[src/rtl/reg_pipe_pkg.sv]
// Shared types and helpers for the reg_pipe retiming pipeline.
// Slice occupancy states and the occupancy-counter width function.
package reg_pipe_pkg;

  typedef enum logic [1:0] {
    SLICE_EMPTY = 2'd0,
    SLICE_ONE   = 2'd1,
    SLICE_FULL  = 2'd2
  } slice_state_e;

  // Counter must hold 0..2*stages inclusive.
  function automatic int unsigned cnt_w(input int unsigned stages);
    return $clog2(2 * stages + 1);
  endfunction

endpackage

[src/rtl/reg_slice.sv]
// One skid-buffered valid/ready register slice: main reg drives the output,
// skid reg catches the beat arriving while the consumer stalls.
module reg_slice
  import reg_pipe_pkg::*;
#(
  parameter int unsigned      WIDTH   = 8,
  parameter logic [WIDTH-1:0] RST_VAL = '0
) (
  input  logic             clk_i,
  input  logic             rst_n_i,
  input  logic             flush_i,
  input  logic             valid_i,
  output logic             ready_o,
  input  logic [WIDTH-1:0] data_i,
  output logic             valid_o,
  input  logic             ready_i,
  output logic [WIDTH-1:0] data_o
);

  slice_state_e     r_state;
  slice_state_e     w_state_nxt;
  logic [WIDTH-1:0] r_main;
  logic [WIDTH-1:0] r_skid;
  logic [WIDTH-1:0] w_main_nxt;
  logic [WIDTH-1:0] w_skid_nxt;
  logic             w_in_xfer;
  logic             w_out_xfer;

  // Ready comes straight from the state flop, breaking the ready_i->ready_o path.
  assign ready_o    = (r_state != SLICE_FULL);
  assign valid_o    = (r_state != SLICE_EMPTY);
  assign data_o     = r_main;
  assign w_in_xfer  = valid_i & ready_o;
  assign w_out_xfer = valid_o & ready_i;

  always_comb begin
    w_state_nxt = r_state;
    w_main_nxt  = r_main;
    w_skid_nxt  = r_skid;
    case (r_state)
      SLICE_EMPTY: begin
        if (w_in_xfer) begin
          w_state_nxt = SLICE_ONE;
          w_main_nxt  = data_i;
        end
      end
      SLICE_ONE: begin
        if (w_in_xfer && !w_out_xfer) begin
          w_state_nxt = SLICE_FULL;
          w_skid_nxt  = data_i;
        end else if (w_out_xfer && !w_in_xfer) begin
          w_state_nxt = SLICE_EMPTY;
        end else if (w_in_xfer && w_out_xfer) begin
          w_main_nxt = data_i;
        end
      end
      SLICE_FULL: begin
        if (w_out_xfer) begin
          w_state_nxt = SLICE_ONE;
          w_main_nxt  = r_skid;
        end
      end
      default: w_state_nxt = SLICE_EMPTY;
    endcase
  end

  always_ff @(posedge clk_i) begin
    if (!rst_n_i || flush_i) begin
      r_state <= SLICE_EMPTY;
      r_main  <= RST_VAL;
      r_skid  <= RST_VAL;
    end else begin
      r_state <= w_state_nxt;
      r_main  <= w_main_nxt;
      r_skid  <= w_skid_nxt;
    end
  end

endmodule

[src/rtl/reg_pipe.sv]
// Parametrised multi-stage valid/ready register pipeline built from skid slices,
// with synchronous flush and a registered occupancy count.
module reg_pipe
  import reg_pipe_pkg::*;
#(
  parameter int unsigned      WIDTH   = 8,
  parameter int unsigned      STAGES  = 2,
  parameter logic [WIDTH-1:0] RST_VAL = '0
) (
  input  logic                       clk_i,
  input  logic                       rst_n_i,
  input  logic                       flush_i,
  input  logic                       valid_i,
  output logic                       ready_o,
  input  logic [WIDTH-1:0]           data_i,
  output logic                       valid_o,
  input  logic                       ready_i,
  output logic [WIDTH-1:0]           data_o,
  output logic [cnt_w(STAGES)-1:0]   count_o
);

  localparam int unsigned      CNT_W = cnt_w(STAGES);
  localparam logic [CNT_W-1:0] CNT_1 = CNT_W'(1);
  localparam logic [CNT_W-1:0] CAP   = CNT_W'(2 * STAGES);

  // Index k is the input side of slice k; index STAGES is the pipe output.
  logic [STAGES:0]  w_valid;
  logic [STAGES:0]  w_ready;
  logic [WIDTH-1:0] w_data [STAGES+1];
  logic [CNT_W-1:0] r_count;
  logic             w_in_xfer;
  logic             w_out_xfer;

  assign w_valid[0]      = valid_i;
  assign w_data[0]       = data_i;
  assign w_ready[STAGES] = ready_i;

  genvar g;
  generate
    for (g = 0; g < STAGES; g++) begin : g_slice
      reg_slice #(
        .WIDTH   (WIDTH),
        .RST_VAL (RST_VAL)
      ) u_slice (
        .clk_i   (clk_i),
        .rst_n_i (rst_n_i),
        .flush_i (flush_i),
        .valid_i (w_valid[g]),
        .ready_o (w_ready[g]),
        .data_i  (w_data[g]),
        .valid_o (w_valid[g+1]),
        .ready_i (w_ready[g+1]),
        .data_o  (w_data[g+1])
      );
    end
  endgenerate

  assign ready_o    = w_ready[0] & rst_n_i;
  assign valid_o    = w_valid[STAGES];
  assign data_o     = w_data[STAGES];
  assign w_in_xfer  = valid_i & ready_o;
  assign w_out_xfer = valid_o & ready_i;
  assign count_o    = r_count;

  always_ff @(posedge clk_i) begin
    if (!rst_n_i || flush_i) begin
      r_count <= '0;
    end else begin
      case ({w_in_xfer, w_out_xfer})
        2'b10:   r_count <= r_count + CNT_1;
        2'b01:   r_count <= r_count - CNT_1;
        default: r_count <= r_count;
      endcase
    end
  end

  a_count_cap: assert property (@(posedge clk_i) disable iff (!rst_n_i) r_count <= CAP);

  a_out_hold: assert property (@(posedge clk_i)
    (rst_n_i && !flush_i && valid_o && !ready_i) |=> (valid_o && $stable(data_o)));

endmodule

[config.mk]
export PLATFORM = sky130hd
export DESIGN_NAME = reg_pipe
export DESIGN_NICKNAME = d
export VERILOG_FILES = /design/src/rtl/reg_pipe_pkg.sv /design/src/rtl/reg_slice.sv /design/src/rtl/reg_pipe.sv
export SDC_FILE = /design/constraint.sdc
export NUM_CORES = 1
export LEC_CHECK = 0
export BUFFER_PORTS_ARGS = -buffer_cell sky130_fd_sc_hd__buf_2
export CORE_MARGIN = 2
export CORE_UTILIZATION = 55
export CTS_CLUSTER_SIZE = 28
export DETAILED_ROUTE_END_ITERATION = 6
export PLACE_DENSITY = 0.77
export RECOVER_POWER = 50
export SLEW_MARGIN = 15
export SYNTH_ARGS = -nofsm -noshare
export SYNTH_HDL_FRONTEND = slang
export SYNTH_SLANG_ARGS = --single-unit
[constraint.sdc]
create_clock -name clk_i -period 2.6 [get_ports clk_i]
set_input_delay 0.39 -clock clk_i [delete_from_list [all_inputs] [get_ports clk_i]]
set_output_delay 0.39 -clock clk_i [all_outputs]
set_load 0.02 [all_outputs]
# After elaboration in Yosys (flattened, before gate mapping)
# Cells that the tools add are included.
# word_totals
reg_bits	39
output_inout_bits	13
elab_cells	80
input_bits	13
# classes
reduce_logical	24
bitwise	5
add_sub_neg	2
n_eq_ne	20
mux	22
# ops
cell	count
2-to-1 mux 8 bit	10
case mux 8 bit (3 select lines)	2
2-to-1 mux 2 bit	7
inequality test 2 bit (second input constant)	7
case mux 2 bit (3 select lines)	2
AND reduction 6 bit	2
inequality test 2 x 1 -> 1 bit (second input constant)	5
equality test 2 x 1 -> 1 bit (second input constant)	3
equality test 2 bit (second input constant)	3
logical AND 1 bit	6
inequality test 3 x 1 -> 1 bit (second input constant)	2
case mux 3 bit (2 select lines)	1
AND reduction 3 bit	2
nonzero test 2 bit	3
nonzero test 3 bit	2
AND 1 bit	5
zero test 1 bit	4
zero test 2 bit	2
AND reduction 2 bit	2
adder 3 x 1 -> 3 bit (second input constant)	1
subtractor 3 x 1 -> 3 bit (second input constant)	1
logical OR 1 bit	1

# Depth between registers and ports, before layout
# Gate-level depths: netlist (run 1).
# logic_depth
word_depth	7
depth_mapped	10
depth_no_buf	10

# Cells and area by module
# A second synthesis (run 1) with hierarchy kept.
# unflattened
cells_unflattened	185
hier_area_um2	2000.7
# by_module_without_submodules
module	area_per_inst_um2	instances	cells_per_inst	seq_area_each_um2
reg_slice	917.1	2	84	360.3
reg_pipe	166.4	1	17	60.1

# Least setup slack after synthesis (run 1)
# Ideal clock, no wire load.
# synth_timing
path_kind	reg2reg
from	register g_slice[0].u_slice.r_state[0]
to	register r_count[2] (netlist: count_o[2])
synth_period_minus_slack_ps	2238
arrival_time_ps	2164
setup_ps	74
path_stages_with_launch	11
required_time_ps	2526
path_slack_ps	362
n_path_buf	1
path_cell_list	dfxtp_1 -> nand2b_1 -> buf_2 -> and2_1 -> nand2_1 -> ha_1 -> inv_1 -> fa_1 -> xor2_1 -> or3_1 -> a21oi_1
# synth_via
elab_chain_cells	5
word_cells_on_any_way	7
classes_between	eq/ne: 3; mux: 1; bitwise: 2; reduce/logical: 1
# synth_lines
item	line	rtl
start: declaration	reg_slice.sv:20	slice_state_e r_state;
start signal: assignment	reg_slice.sv:73	r_state <= w_state_nxt;
inequality test 2 bit (*)	reg_slice.sv:30	assign ready_o = (r_state != SLICE_FULL);
AND 1 bit (*)	reg_pipe.sv:58	assign ready_o = w_ready[0] & rst_n_i;
via ready_o	reg_pipe.sv:14	output logic ready_o,
AND 1 bit (*)	reg_pipe.sv:61	assign w_in_xfer = valid_i & ready_o;
equality test 2 x 1 -> 1 bit or equality test 2 bit (tied branches)	reg_pipe.sv:69	case ({w_in_xfer, w_out_xfer})
case mux 3 bit (2 select lines) or nonzero test 2 bit (tied branches)	-	
end signal: assignment	reg_pipe.sv:70	2'b10: r_count <= r_count + CNT_1;
end signal: assignment	reg_pipe.sv:71	2'b01: r_count <= r_count - CNT_1;
end signal: assignment	reg_pipe.sv:72	default: r_count <= r_count;
end: declaration	reg_pipe.sv:30	logic [CNT_W-1:0] r_count;
# The timed path passes the listed nets; every way through them passes the cells marked *.
# A chain may end at the register's enable or synchronous reset.

# Worst setup path in the final report (run 1)
# layout_timing
from	register g_slice[1].u_slice.r_state[0]
to	register r_count[2] (netlist: count_o[2])
# layout_via
elab_chain_cells	4
word_cells_on_any_way	6
classes_between	eq/ne: 2; mux: 1; bitwise: 1; reduce/logical: 2
# layout_lines
item	line	rtl
start: declaration	reg_slice.sv:20	
start signal: assignment	reg_slice.sv:73	
nonzero test 2 bit (*)	reg_slice.sv:31	assign valid_o = (r_state != SLICE_EMPTY);
AND 1 bit (*)	reg_pipe.sv:62	assign w_out_xfer = valid_o & ready_i;
equality test 2 x 1 -> 1 bit or equality test 2 bit (tied branches)	reg_pipe.sv:69	
case mux 3 bit (2 select lines) or nonzero test 2 bit (tied branches)	-	
# Every way passes the cells marked *; elsewhere a longest branch is shown, timed or not.

==> results of run 1 <==
area by class of cell:
type	count	area, µm²
multi-input cells	148	1020
well taps	46	57.6
flip-flops and latches	39	781
repair buffers	28	131
clock inverters	3	43.8
inverters	8	30.0
fillers	320	1230
clock buffers	5	37.5
worst max-delay path, cell delays in order (launching register included):
cell      delay, ns
dfxtp_1        0.38
inv_1          0.07
ha_1           0.29
nand2b_4       0.21
inv_2          0.08
ha_1           0.18
inv_1          0.06
fa_1           0.37
xor2_1         0.16
or3_1          0.30
a21oi_1        0.14
Yosys cell counts (3+ instances only):
cell | n | area [µm²]
buf_2 | 3 | 15.0
dfxtp_1 | 39 | 781
nand2_1 | 19 | 71.3
clkbuf_1 | 5 | 18.8
a2111oi_0 | 8 | 70.1
mux2i_1 | 17 | 170
inv_1 | 7 | 26.3
xor2_1 | 3 | 26.3
nor2b_1 | 9 | 56.3
a211oi_2 | 8 | 100
nand2b_1 | 4 | 25.0
a21oi_1 | 21 | 105
ha_1 | 4 | 50.1
nor2_1 | 14 | 52.6
nor3_1 | 17 | 85.1
metrics by stage:
stage                     hold slack [ns]  power [mW]  instance area, µm²   util
after floorplan                     0.436       0.728                1910      -
after global placement              0.441       0.761                2060  0.617
after detailed placement            0.446       0.763                2060  0.617
after CTS                           0.255        1.17                2140  0.641
after global routing                0.255        1.21                2110  0.631
final                               0.263        1.16                2110  0.631
kinds of logic after synthesis:
logic type / count (synthesis) / synth area share
adder cells (fa/ha/maj): 5 / 0.0367
flip-flops: 39 / 0.409
buffers and inverters: 19 / 0.0452
XOR/XNOR: 3 / 0.0138
AO/OA/AOI/OAI: 49 / 0.210
AND/OR/NAND/NOR: 74 / 0.196
multiplexers: 17 / 0.0891
flip-flops by register name (all words and copies together), names as in the netlist:
signal and flops:
count_o 3, g_slice.u_slice.r_skid 16, g_slice.u_slice.data_o 16, g_slice.u_slice.r_state 4
layer usage:
metal / wire length (µm) / up-vias / share of wire / global-route usage
met5: 0 / - / 0 / 0
met4: 54 / 0 / 0.016 / 0.0917
met3: 179 / 6 / 0.052 / 0.0378
met2: 1420 / 33 / 0.42 / 0.283
met1: 1760 / 638 / 0.52 / 0.269
li1: - / 775 / - / -
power by group through the flow:
stage / Clock, mW / Sequential [mW] / Combinational (mW)
after floorplan: 0 / 0.638 / 0.0907
after global placement: 0 / 0.633 / 0.128
after detailed placement: 0 / 0.634 / 0.129
after CTS: 0.421 / 0.620 / 0.130
after global routing: 0.452 / 0.623 / 0.140
final: 0.414 / 0.620 / 0.125
how the worst min path moves through the flow:
stage / startpoint / to / slack [ns]
CTS: data_i[1] / g_slice[0].u_slice.r_skid[1] / 0.25
floorplan: g_slice[0].u_slice.r_skid[0] / g_slice[0].u_slice.r_skid[0] / 0.44
global route: data_i[1] / g_slice[0].u_slice.r_skid[1] / 0.25
detailed placement: g_slice[0].u_slice.r_skid[5] / g_slice[0].u_slice.r_skid[5] / 0.45
finish: data_i[1] / g_slice[0].u_slice.r_skid[1] / 0.26
global placement: g_slice[0].u_slice.r_skid[3] / g_slice[0].u_slice.r_skid[3] / 0.44
==> impl_results.md, run 1 <==
- Status: finished clean
- Via count: 1452
- Max cap viols: 0
- Clock share of power: 0.357
- CP Class: reg -> reg
- Vias in the first global route: 1345
- Leak: 0.838 nW
- Post-cts repair resize count: 0
- Root Buffer: clkbuf_4
- Skew-Pair Late Insertion Delay: 0.36 ns
- Sink Count: 39
- Top Ports: 26
- CP max FO: 8
- Post-synth EDFFs: 0
- Fmax: 438 MHz
- Finished Layout Cells: around 280
- Layout cells sized above 1: 0.165
- Clock-pin slew on the worst setup and hold paths: about 0.12 ns
- Number of buffers created by CTS: 5
- P_int: between 0.8 and 0.9 mW
- Netlist cell types: 39
- Final Setup Violations: 0
- Mapped Cells: roughly 210
- Commonest register cell after synthesis: dfxtp_1
- Gr usage total: 0.193
- Tightest Hold Check Type: in -> reg
- Fin crit share: 0.879
- Port Buf Inserts: 25
- First-pass GRT wire length: about 6100 µm
- Final WS setup: 0.315 ns
- Sequential area share after synthesis: 0.409
- Reg2Reg Depth: 10
- Core Rows: 21
- DR vias/cell: 5.24
- Worst reg2reg path startpoint: g_slice[1].u_slice.r_state[0]
- Setup TNS: 0 ns
- CP endpoint kind: register
- Initial antenna violation count: 0
- Post-route ant nets: 0
- Post-place setup slack: 0.358 ns
- Ys Warns: 0
- Layout area overhead: 10.3%
- Worst setup endpoint: count_o[2]
- Flop and latch count out of synthesis: 39
- Pin count of the biggest net entering global routing: 40
- Post-CTS setup buffer count: 0
- RePlAce Congestion: 0.840
- Commonest non-fill, non-tap cells in the layout: dfxtp_1, a21oi_1, nand2_1
- Worst-margin pin slew: 0.731 ns
- Setup Skew: 0.00737 ns
- RSZ-0062 raised after global routing: false
- Max Slew Vio Count: 0
- Part of the power in registers: 0.535
- Initial Util: 0.572
- Switch share: 0.257
- NetSw: 0.298 mW
- CTS Hold Bufs: 0
- Core footprint: 3340 µm²
- Routed wire per std cell: around 12 µm
- TritonCTS clock tree: done
- Detailed Route WL: 3420 µm
- Detailed Place HPWL: 2370 µm
- Slew headroom: 0.513
- Die Area: around 4000 µm²
- CTS Buffer Depth: 2
- Die height: 62.9 µm
- CP Data Required Time: 2.90 ns
- Syn_nets: 224
- Fin crit period: 2.29 ns
- Commonest non-fill, non-tap cell in the layout: dfxtp_1
- Hold Crit Depth: 3
- Pwr Density: 551 nW/µm²
- Flop2flop setup slack: around 0.31 ns
- Post-placement cell count: 269
- H-tree depth: 2
- Nets@finish: between 200 and 250
- Max VDD drop: 0.449 mV
- Worst setup startpoint: g_slice[1].u_slice.r_state[0]
- Antenna fix cells: 0
- Fin. Hold Viols: 0
- Post-Syn Area: 1910 µm²
- Total congestion overflow: 0
- Synth async-reset ratio: 0
- Initial DRT Pass Iterations: 4
- Worst Path Arrival: 2.58 ns
- Crit path launch type: register
- Number of remaining DRC errors: 0
- Combinational share of power: 0.108
- First-iteration detailed-routing DRC count: 54
- Die width: 62.9 µm
- Synth Area per Inst: 9.27 µm²
- Reg-to-Reg End: count_o[2]
Power figures use the tool's default switching activity.
==> inputs of run 2 (changes only) <==
Settings changed: SETUP_SLACK_MARGIN set to 0.2.
Clock period 2.6 ns to 2.4 ns, I/O delays scaled along.
==> impl_results.md, run 2 (synthesized netlist as in run 1, its figures left out) <==
- Slew headroom: 0.594
- Layout cells sized above 1: 0.201
- Nets@finish: 251
- Root Buffer: clkbuf_4
- Gr usage total: 0.200
- Placed Area: 2070 µm²
- TritonCTS clock tree: done
- Reg-to-Reg End: count_o[2]
- Fin. Hold Viols: 0
- Combinational share of power: 0.124
- Setup Skew: 0.0139 ns
- Top Ports: 26
- Setup TNS: 0 ns
- Worst reg2reg path startpoint: g_slice[1].u_slice.r_state[1]
- Part of the power in registers: 0.582
- Antenna fix cells: 0
- Max VDD drop: between 0.4 and 0.5 mV
- Commonest non-fill, non-tap cells in the layout: dfxtp_1, a21oi_1, nand2_1
- Detailed Place HPWL: 2400 µm
- Skew-Pair Late Insertion Delay: 0.36 ns
- Crit path launch type: register
- DR vias/cell: about 5.2
- Number of remaining DRC errors: 0
- Switch share: 0.282
- Clock share of power: 0.295
- Final Setup Violations: 0
- Die Area: 3960 µm²
- CP Class: reg -> reg
- Detailed Route WL: 3670 µm
- Pwr Density: around 540 nW/µm²
- CTS Hold Bufs: 0
- Via count: about 1500
- Worst Path Arrival: 2.48 ns
- Reg2Reg Depth: 10
- Sink Count: 39
- Worst-margin pin slew: between 0.5 and 0.6 ns
- Post-place setup slack: 0.209 ns
- Max Slew Vio Count: 0
- Initial DRT Pass Iterations: 4
- CP endpoint kind: register
- Status: finished clean
- Vias in the first global route: 1439
- RePlAce Congestion: 0.817
- First-pass GRT wire length: 6330 µm
- Tightest Hold Check Type: in -> reg
- Clock-pin slew on the worst setup and hold paths: about 0.12 ns
- Final WS setup: 0.227 ns
- Fmax: approximately 460 MHz
- Max cap viols: 0
- CTS Buffer Depth: 2
- Hold Crit Depth: 3
- Die height: 62.9 µm
- P_int: ~0.83 mW
- Total congestion overflow: 0
- CP Data Required Time: 2.70 ns
- Hold path start: data_i[3]
- First-iteration detailed-routing DRC count: 48
- Fin crit share: 0.906
- Core footprint: 3340 µm²
- Pin count of the biggest net entering global routing: 40
- Fin crit period: ~2.2 ns
- H-tree depth: 2
- Layout area overhead: 11.5%
- Initial Util: 0.572
- Leak: between 0.8 and 0.9 nW
- RSZ-0062 raised after global routing: false
- Die width: 62.9 µm
- Number of buffers created by CTS: 5
- CP max FO: 5
- Design Area, Final: 2130 µm²
- NetSw: 0.326 mW
- Commonest non-fill, non-tap cell in the layout: dfxtp_1
- Flop2flop setup slack: about 0.23 ns
- Fill cells: 317
- Routed wire per std cell: 13.1 µm
- Post-route ant nets: 0
- Initial antenna violation count: 0
- Port Buf Inserts: 25
- Hold EP: g_slice[0].u_slice.r_skid[3]
- Core Rows: 21
-- run 2: cell types whose count changed in the layout (fill, tap and decap cells not counted), sizes merged --
cell / previous run / this run
clkinv: 2 / 1
bufinv: 1 / 0
buf: 15 / 18
clkinvlp: 0 / 2
-- run 2: worst max-delay path by stage --
stage                                   from                      endpoint  slack, ns  depth (start not counted)
2_1_floorplan  g_slice[0].u_slice.r_state[0]                    count_o[2]       0.24                         10
3_3_place_gp   g_slice[1].u_slice.r_state[0]                    count_o[2]       0.32                         10
3_5_place_dp   g_slice[1].u_slice.r_state[0]                    count_o[2]       0.21                         10
4_1_cts        g_slice[1].u_slice.r_state[1]                    count_o[2]       0.22                         10
5_1_grt        g_slice[1].u_slice.r_state[1]  g_slice[1].u_slice.r_skid[3]       0.10                          6
6_report       g_slice[1].u_slice.r_state[1]                    count_o[2]       0.23                         10
-- run 2: cell type report --
class | count | area [µm²] | area share
multi-input combinational | 148 | 1040 | 0.491
sequential | 39 | 783 | 0.368
timing repair buffer | 31 | 154 | 0.0723
tap | 46 | 57.6 | 0.0270
clock buffer | 5 | 37.5 | 0.0176
inverter | 8 | 32.5 | 0.0153
clock inverter | 3 | 20.0 | 0.00940
-- run 2: power by group through the flow --
stage	combinational [mW]	clock [mW]	sequential, mW
after floorplan	0.0989	0	0.691
after global placement	0.141	0	0.686
after detailed placement	0.142	0	0.687
after CTS	0.143	0.350	0.672
after global routing	0.158	0.379	0.675
final	0.143	0.341	0.672
-- run 2: metal layers --
metal,wire length (µm),GRT usage,vias up
met1,1790,0.252,651
met4,62,0.0833,0
met2,1660,0.316,22
li1,-,-,781
met5,0,0,-
met3,152,0.0631,7
-- run 2: what timing repair did --
item / CTS / global route
pin swaps: 0 / 2
buffers inserted: 0 / 2
resized for setup: 1 / 7
endpoints found under the setup margin: 1 / 1
gates cloned: 0 / 0
-- run 2: metrics by stage --
step                       util  power, mW  cells  hold WS, ns
after detailed placement  0.620      0.828    270        0.447
after CTS                 0.637       1.16    278        0.222
after floorplan               -      0.790    206        0.436
after global placement    0.620      0.827    270        0.442
after global routing      0.638       1.21    280        0.217
final                     0.638       1.16    280        0.230
-- run 2: worst max-delay path, cell delays in order (launching register included) --
cell and delay, ns:
dfxtp_1 0.36, inv_1 0.07, ha_2 0.18, nand2b_4 0.18, inv_4 0.07, ha_1 0.17, inv_1 0.06, fa_1 0.37
xor2_1 0.15, or3_1 0.39, a21oi_2 0.12
